**src/rtl/btn_filter_pkg.sv**
```systemverilog
// btn_filter_pkg: shared FSM encodings and pulse-vector indices for the button qualifier.
package btn_filter_pkg;
  typedef enum logic [1:0] {
    ST_IDLE    = 2'd0,
    ST_PRESSED = 2'd1,
    ST_LONG    = 2'd2
  } ch_state_e;
  localparam int unsigned PI_PRESS   = 0;
  localparam int unsigned PI_CLICK   = 1;
  localparam int unsigned PI_LONG    = 2;
  localparam int unsigned PI_RELEASE = 3;
  localparam int unsigned NUM_PULSE  = 4;
endpackage

```
**src/rtl/btn_filter_ch.sv**
```systemverilog
// btn_filter_ch: one button channel - synchroniser, leaky integrator with hysteresis,
// hold timer and press/click/long/release classifier with registered pulses.
module btn_filter_ch
  import btn_filter_pkg::*;
#(
  parameter int unsigned CNT_W      = 14,
  parameter int unsigned PRESS_TH   = 4096,
  parameter int unsigned RELEASE_TH = 2048,
  parameter int unsigned DEC_STEP   = 115,
  parameter int unsigned HOLD_W     = 17,
  parameter int unsigned LONG_TH    = 65536,
  parameter logic        ACT_LOW    = 1'b1
) (
  input  logic                 i_clk_32k,
  input  logic                 i_rst_n,
  input  logic                 i_btn,
  input  logic                 i_en,
  output logic                 o_pressed,
  output logic                 o_long,
  output logic [NUM_PULSE-1:0] o_pulse
);
  localparam logic [CNT_W-1:0]  PRESS_V = CNT_W'(PRESS_TH);
  localparam logic [CNT_W-1:0]  REL_V   = CNT_W'(RELEASE_TH);
  localparam logic [HOLD_W-1:0] LONG_V  = HOLD_W'(LONG_TH);
  localparam logic [31:0]       DEC_V   = 32'(DEC_STEP);
  logic [1:0]           sync_q, sync_d;
  logic [CNT_W-1:0]     cnt_q, cnt_d;
  logic [HOLD_W-1:0]    hold_q, hold_d;
  logic [NUM_PULSE-1:0] pulse_q, pulse_d;
  logic [31:0]          cnt_ext;
  ch_state_e            state_q, state_d;
  // Polarity is applied before the synchroniser so a reset value of 0 means released.
  always_comb begin
    sync_d  = {sync_q[0], i_btn ^ ACT_LOW};
    cnt_ext = 32'(cnt_q);
    cnt_d   = sync_q[1] ? (&cnt_q ? cnt_q : cnt_q + CNT_W'(1))
                        : (cnt_ext >= DEC_V ? CNT_W'(cnt_ext - DEC_V) : '0);
    hold_d  = '0;
    state_d = state_q;
    pulse_d = '0;
    case (state_q)
      ST_IDLE: begin
        if (cnt_d >= PRESS_V) begin
          state_d           = ST_PRESSED;
          pulse_d[PI_PRESS] = 1'b1;
        end
      end
      ST_PRESSED: begin
        hold_d = &hold_q ? hold_q : hold_q + HOLD_W'(1);
        if (cnt_d < REL_V) begin
          state_d             = ST_IDLE;
          hold_d              = '0;
          pulse_d[PI_CLICK]   = 1'b1;
          pulse_d[PI_RELEASE] = 1'b1;
        end else if (hold_d >= LONG_V) begin
          state_d          = ST_LONG;
          pulse_d[PI_LONG] = 1'b1;
        end
      end
      ST_LONG: begin
        hold_d = hold_q;
        if (cnt_d < REL_V) begin
          state_d             = ST_IDLE;
          hold_d              = '0;
          pulse_d[PI_RELEASE] = 1'b1;
        end
      end
      default: state_d = ST_IDLE;
    endcase
    if (!i_en) begin
      cnt_d   = '0;
      hold_d  = '0;
      state_d = ST_IDLE;
      pulse_d = '0;
    end
  end
  always_ff @(posedge i_clk_32k or negedge i_rst_n) begin
    if (!i_rst_n) begin
      sync_q  <= '0;
      cnt_q   <= '0;
      hold_q  <= '0;
      pulse_q <= '0;
      state_q <= ST_IDLE;
    end else begin
      sync_q  <= sync_d;
      cnt_q   <= cnt_d;
      hold_q  <= hold_d;
      pulse_q <= pulse_d;
      state_q <= state_d;
    end
  end
  assign o_pressed = state_q != ST_IDLE;
  assign o_long    = state_q == ST_LONG;
  assign o_pulse   = pulse_q;
endmodule

```
**src/rtl/btn_filter_mc.sv**
```systemverilog
// btn_filter_mc: multi-channel push-button qualifier on the 32 kHz always-on clock.
module btn_filter_mc
  import btn_filter_pkg::*;
#(
  parameter int unsigned        NUM_CH     = 4,
  parameter int unsigned        CNT_W      = 14,
  parameter int unsigned        PRESS_TH   = 4096,
  parameter int unsigned        RELEASE_TH = 2048,
  parameter int unsigned        DEC_STEP   = 115,
  parameter int unsigned        HOLD_W     = 17,
  parameter int unsigned        LONG_TH    = 65536,
  parameter logic [NUM_CH-1:0]  ACT_LOW    = {NUM_CH{1'b1}}
) (
  input  logic              i_clk_32k,
  input  logic              i_rst_n,
  input  logic [NUM_CH-1:0] i_btn,
  input  logic [NUM_CH-1:0] i_ch_en,
  output logic [NUM_CH-1:0] o_pressed,
  output logic [NUM_CH-1:0] o_long,
  output logic [NUM_CH-1:0] o_press_pulse,
  output logic [NUM_CH-1:0] o_click_pulse,
  output logic [NUM_CH-1:0] o_long_pulse,
  output logic [NUM_CH-1:0] o_release_pulse
);
  if (!(RELEASE_TH <= PRESS_TH && PRESS_TH < (64'd1 << CNT_W))) begin : g_bad_th
    $error("btn_filter_mc: need RELEASE_TH <= PRESS_TH < 2**CNT_W");
  end
  if (!(LONG_TH < (64'd1 << HOLD_W))) begin : g_bad_long
    $error("btn_filter_mc: need LONG_TH < 2**HOLD_W");
  end
  if (DEC_STEP == 0) begin : g_bad_dec
    $error("btn_filter_mc: need DEC_STEP > 0");
  end
  for (genvar c = 0; c < NUM_CH; c++) begin : g_ch
    logic [NUM_PULSE-1:0] pulse;
    btn_filter_ch #(
      .CNT_W      (CNT_W),
      .PRESS_TH   (PRESS_TH),
      .RELEASE_TH (RELEASE_TH),
      .DEC_STEP   (DEC_STEP),
      .HOLD_W     (HOLD_W),
      .LONG_TH    (LONG_TH),
      .ACT_LOW    (ACT_LOW[c])
    ) u_ch (
      .i_clk_32k (i_clk_32k),
      .i_rst_n   (i_rst_n),
      .i_btn     (i_btn[c]),
      .i_en      (i_ch_en[c]),
      .o_pressed (o_pressed[c]),
      .o_long    (o_long[c]),
      .o_pulse   (pulse)
    );
    assign o_press_pulse[c]   = pulse[PI_PRESS];
    assign o_click_pulse[c]   = pulse[PI_CLICK];
    assign o_long_pulse[c]    = pulse[PI_LONG];
    assign o_release_pulse[c] = pulse[PI_RELEASE];
  end
endmodule

```
**config.mk**
```make
export PLATFORM = sky130hd
export DESIGN_NAME = btn_filter_mc
export DESIGN_NICKNAME = d
export VERILOG_FILES = /design/src/rtl/btn_filter_pkg.sv /design/src/rtl/btn_filter_ch.sv /design/src/rtl/btn_filter_mc.sv
export SDC_FILE = /design/constraint.sdc
export NUM_CORES = 1
export LEC_CHECK = 0
export ABC_AREA = 0
export CORE_AREA = 4 4 167 169
export CTS_BUF_LIST = sky130_fd_sc_hd__clkbuf_16
export CTS_CLUSTER_SIZE = 16
export DETAILED_ROUTE_END_ITERATION = 6
export DIE_AREA = 0 0 171 173
export PLACE_DENSITY = 0.6
export SLEW_MARGIN = 40
export SYNTH_ARGS = -nofsm -noshare
export SYNTH_HDL_FRONTEND = slang
export SYNTH_HIERARCHICAL = 1
export SYNTH_SLANG_ARGS = --single-unit
```
**constraint.sdc**
```tcl
create_clock -name i_clk_32k -period 2.8 [get_ports i_clk_32k]
set_clock_uncertainty 0.1 [all_clocks]
set_input_delay 0.56 -clock i_clk_32k [delete_from_list [all_inputs] [get_ports i_clk_32k]]
set_output_delay 0.56 -clock i_clk_32k [all_outputs]
set_load 0.005 [all_outputs]
```
==> results of run 1 <==
-- kinds of logic after synthesis --
| kind of cell | share of synthesized area (%) |
|---|---|
| AND/OR/NAND/NOR | 27.9 |
| AO/OA/AOI/OAI | 24.5 |
| flip-flops | 37.5 |
| buffers and inverters | 5.11 |
| XOR/XNOR | 2.19 |
| adder cells (fa/ha/maj) | 2.40 |
| multiplexers | 0.385 |
-- placed cells by master, fill, tap and decap left out, types with 6 or more instances in the layout --
master and n:
or4_1 15, dfrtp_1 156, xnor2_1 16, o211ai_1 21, a21o_1 16, inv_1 44, nor2_1 116, o31a_1 6
a31oi_1 29, xor2_1 10, a22oi_1 9, and3_1 22, and2_1 17, o311ai_0 6, o21ai_0 64, buf_4 52
nor3_2 10, nand2b_1 9, a311oi_1 9, nand4_1 45, nor3_1 32, clkbuf_16 17, a21oi_1 110, a21oi_2 6
ha_1 20, nor4_1 13, nand2_1 107, or3_1 19, a211oi_1 14, a41oi_1 6, clkdlybuf4s50_1 32, and4_1 15
nor2b_1 6, nand3_1 55
-- power groups by stage --
stage	sequential (uW)	combinational (uW)	clock [uW]
after global placement	3230	4580	0
final	3220	4790	2120
after detailed placement	3240	4610	0
after CTS	3210	4630	2200
after global routing	3300	5290	2300
after floorplan	2880	3690	0
-- worst max-delay path: cells and delay by family, from the launching register on --
family          cells  cell delay (ns)
compound gates      3             0.35
fa+ha+maj           1             0.32
simple gates        3             1.34
flops               1             0.48
-- per-stage QoR --
step	cell area (um2)	cells	worst slack, ns	hold slack (ns)	utilization, %
2_1_floorplan	10400	1223	0.446	0.164	-
3_3_place_gp	11200	1570	0.121	0.232	42.2
3_5_place_dp	11200	1570	0.0656	0.236	42.2
4_1_cts	11700	1601	0.0527	0.0215	44.2
5_1_grt	11800	1607	0.0117	0.0519	44.4
6_report	11800	1607	0.145	0.0133	44.4
-- state kept, by name (all words and copies together) (netlist names) --
signal and cells:
g_ch.u_ch/hold_q 68, g_ch.u_ch/cnt_q 56, g_ch.u_ch/o_pulse 16, g_ch.u_ch/state_q 8, g_ch.u_ch/sync_q 8
-- timing repair --
item                                    in CTS  in global routing
buffers inserted                             0                  6
hold buffers                                 0                  0
endpoints found under the hold margin        0                  0
endpoints found under the setup margin       0                 19
-- layer usage --
metal,global-route usage [%],up-vias
met1,24.9,4573
met3,2.74,21
met4,3.57,0
met5,0,-
li1,-,4648
met2,26.6,212
-- final timing paths --
path	end	slack, ns	startpoint
worst max-delay path	g_ch[3].u_ch/cnt_q[5]$_DFF_PN0_	0.14	g_ch[3].u_ch/cnt_q[1]$_DFF_PN0_
worst min-delay path	g_ch[0].u_ch/cnt_q[3]$_DFF_PN0_	0.01	i_rst_n
worst min register to register	g_ch[3].u_ch/sync_q[1]$_DFF_PN0_	0.24	g_ch[3].u_ch/sync_q[0]$_DFF_PN0_
min in group i_clk_32k	g_ch[3].u_ch/sync_q[1]$_DFF_PN0_	0.24	g_ch[3].u_ch/sync_q[0]$_DFF_PN0_
max in group asynchronous	g_ch[1].u_ch/hold_q[6]$_DFFE_PN0P_	1.88	i_rst_n
worst max register to register	g_ch[3].u_ch/cnt_q[5]$_DFF_PN0_	0.14	g_ch[3].u_ch/cnt_q[1]$_DFF_PN0_
-- cell type report --
| cell class | count | area (um2) |
|---|---|---|
| Clock buffer | 17 | 425 |
| Clock inverter | 14 | 108 |
| Fill cell | 2601 | 14800 |
| Inverter | 42 | 158 |
| Multi-Input combinational cell | 948 | 5990 |
| Sequential cell | 156 | 3900 |
| Tap cell | 341 | 427 |
| Timing Repair Buffer | 89 | 802 |
==> impl_results.md, run 1 <==
* Synth area leader: dfrtp_1
* GP Congestion at 0.890
* Via Count at roughly 9500
* Area delta synth->final at 13.5%
* Post-synth EDFFs at 0
* Synth async-reset ratio at 100%
* Max frequency at 0.377 GHz
* Nets at 1284
* Synth top area cells: dfrtp_1 (38%), a21oi_1 (5.3%), nor2_1 (4.2%), nand2_1 (3.9%), o21ai_0 (3.1%)
* Layout cells sized above 1 at between 10% and 20%
* Reg power frac at a little under a third
* Commonest cells in the netlist: dfrtp_1 (156), nor2_1 (116), a21oi_1 (110)
* Post-DP HPWL at 17500 um
* Final hold vios at 0
* Post-synth top flop: dfrtp_1
* Clock-pin transition on the worst setup and hold timing paths at 0.06 ns
* PortBufs at 33
* Met3 Wirelength at 1030 um
* Yosys warnings at 6
* Clk sinks at 156
* Clk_lat worst skew at about 0.43 ns
* Number of global-route vias before repair at 8886
* GRT Total Usage at 17.0%
* Syn Inst Count at 1223
* Max-slew violation count at 0
* Max cap viols at 0
* Fin crit share at 94.8%
* Clock Path Buffers at 2
* Clock root cell: clkbuf_16
* Initial antenna violation count at 0
* Final min period at 2.66 ns
* RSZ-0062 raised after global routing: false
* WS Path Type: register to register
* Most frequent cell after synthesis: dfrtp_1
* Slowest stage delay, CP at roughly 0.6 ns
* Crit path launch type: register
* Post_cts resized at 0
* Status: finished clean
* R2R depth at 7
* DR top layer: met4
* Crit path DAT at 2.90 ns
* Wirelength per Cell at approximately 16 um
* CP Cell Sequence: ha_1, or3_1, a211oi_4, nor2_1, a21oi_1, or3b_2, a21oi_1
* CTS tree: built
* Die ar. at 0.0296 mm2
* Post-synthesis sequential area ratio at 37.5%
* Met1 WL at 12300 um
* First-pass GRT wire length at 43300 um
* Post-DRT Antenna Nets at 0
* Area fraction of the dominant cell type after synthesis at a little under two fifths
* H-tree lvl count at 4
* Largest net degree at the start of global routing at 59
* Setup tns final at 0 ns
* Sw Share at roughly two fifths
* VDD IR-drop max at between 300 and 400 uV
* Switching power at 4220 uW
* Clock power frac at 21.0%
* Core area at 0.0266 mm2
* Slowest-stage cell, CP: nor2_1
* Worst setup EP type: register
* Die height at 173 um
* Leakage power at 0.00465 uW
* CTS buffer count at 17
* Post-Route WL at between 20000 and 30000 um
* Synth cell types at 87
* Most frequent CP cell: a21oi_1
* Ant diodes at 0
* IO Count at 34
* Logic pwr share at 47.3%
* Vias/cell at 5.88
* Worst-margin pin slew at 0.759 ns
* Overflow left after global routing at 0
* Total power at 10100 uW
* CP Data Required Time at 3.04 ns
* Syn avg cell area at 8.51 um2
* Starting DRT DRC Count at 756
* Power Internal at a little under 6000 uW
* DRC errors left at 0
* Initial core utilization at 39.2%
* Row count at 60
* CP max FO at 9
* Met2 wire len at 11600 um
* Setup Viol. Count Final at 0
* Mapped Area at 0.0104 mm2
* P per Cell Area at 857 mW/mm2
* Slew HR at 49.2%
* Hold Path Class: input port to asynchronous set/reset pin
* Die X at 171 um
* Post-synth net total at 1253
* Synth Register Bits at ~160
* Drt first pass iters at 5
No activity file was read; power rests on OpenSTA's default activity.
==> inputs of run 2 (changes only) <==
--- a/config.mk
+++ b/config.mk
@@ -8,7 +8,7 @@
 export ABC_AREA = 0
 export CORE_AREA = 4 4 167 169
 export CTS_BUF_LIST = sky130_fd_sc_hd__clkbuf_16
-export CTS_CLUSTER_SIZE = 16
+export CTS_CLUSTER_SIZE = 24
 export DETAILED_ROUTE_END_ITERATION = 6
 export DIE_AREA = 0 0 171 173
 export PLACE_DENSITY = 0.6
==> results of run 2 <==
The final DEF is identical to that of run 1; final timing and power are the same.
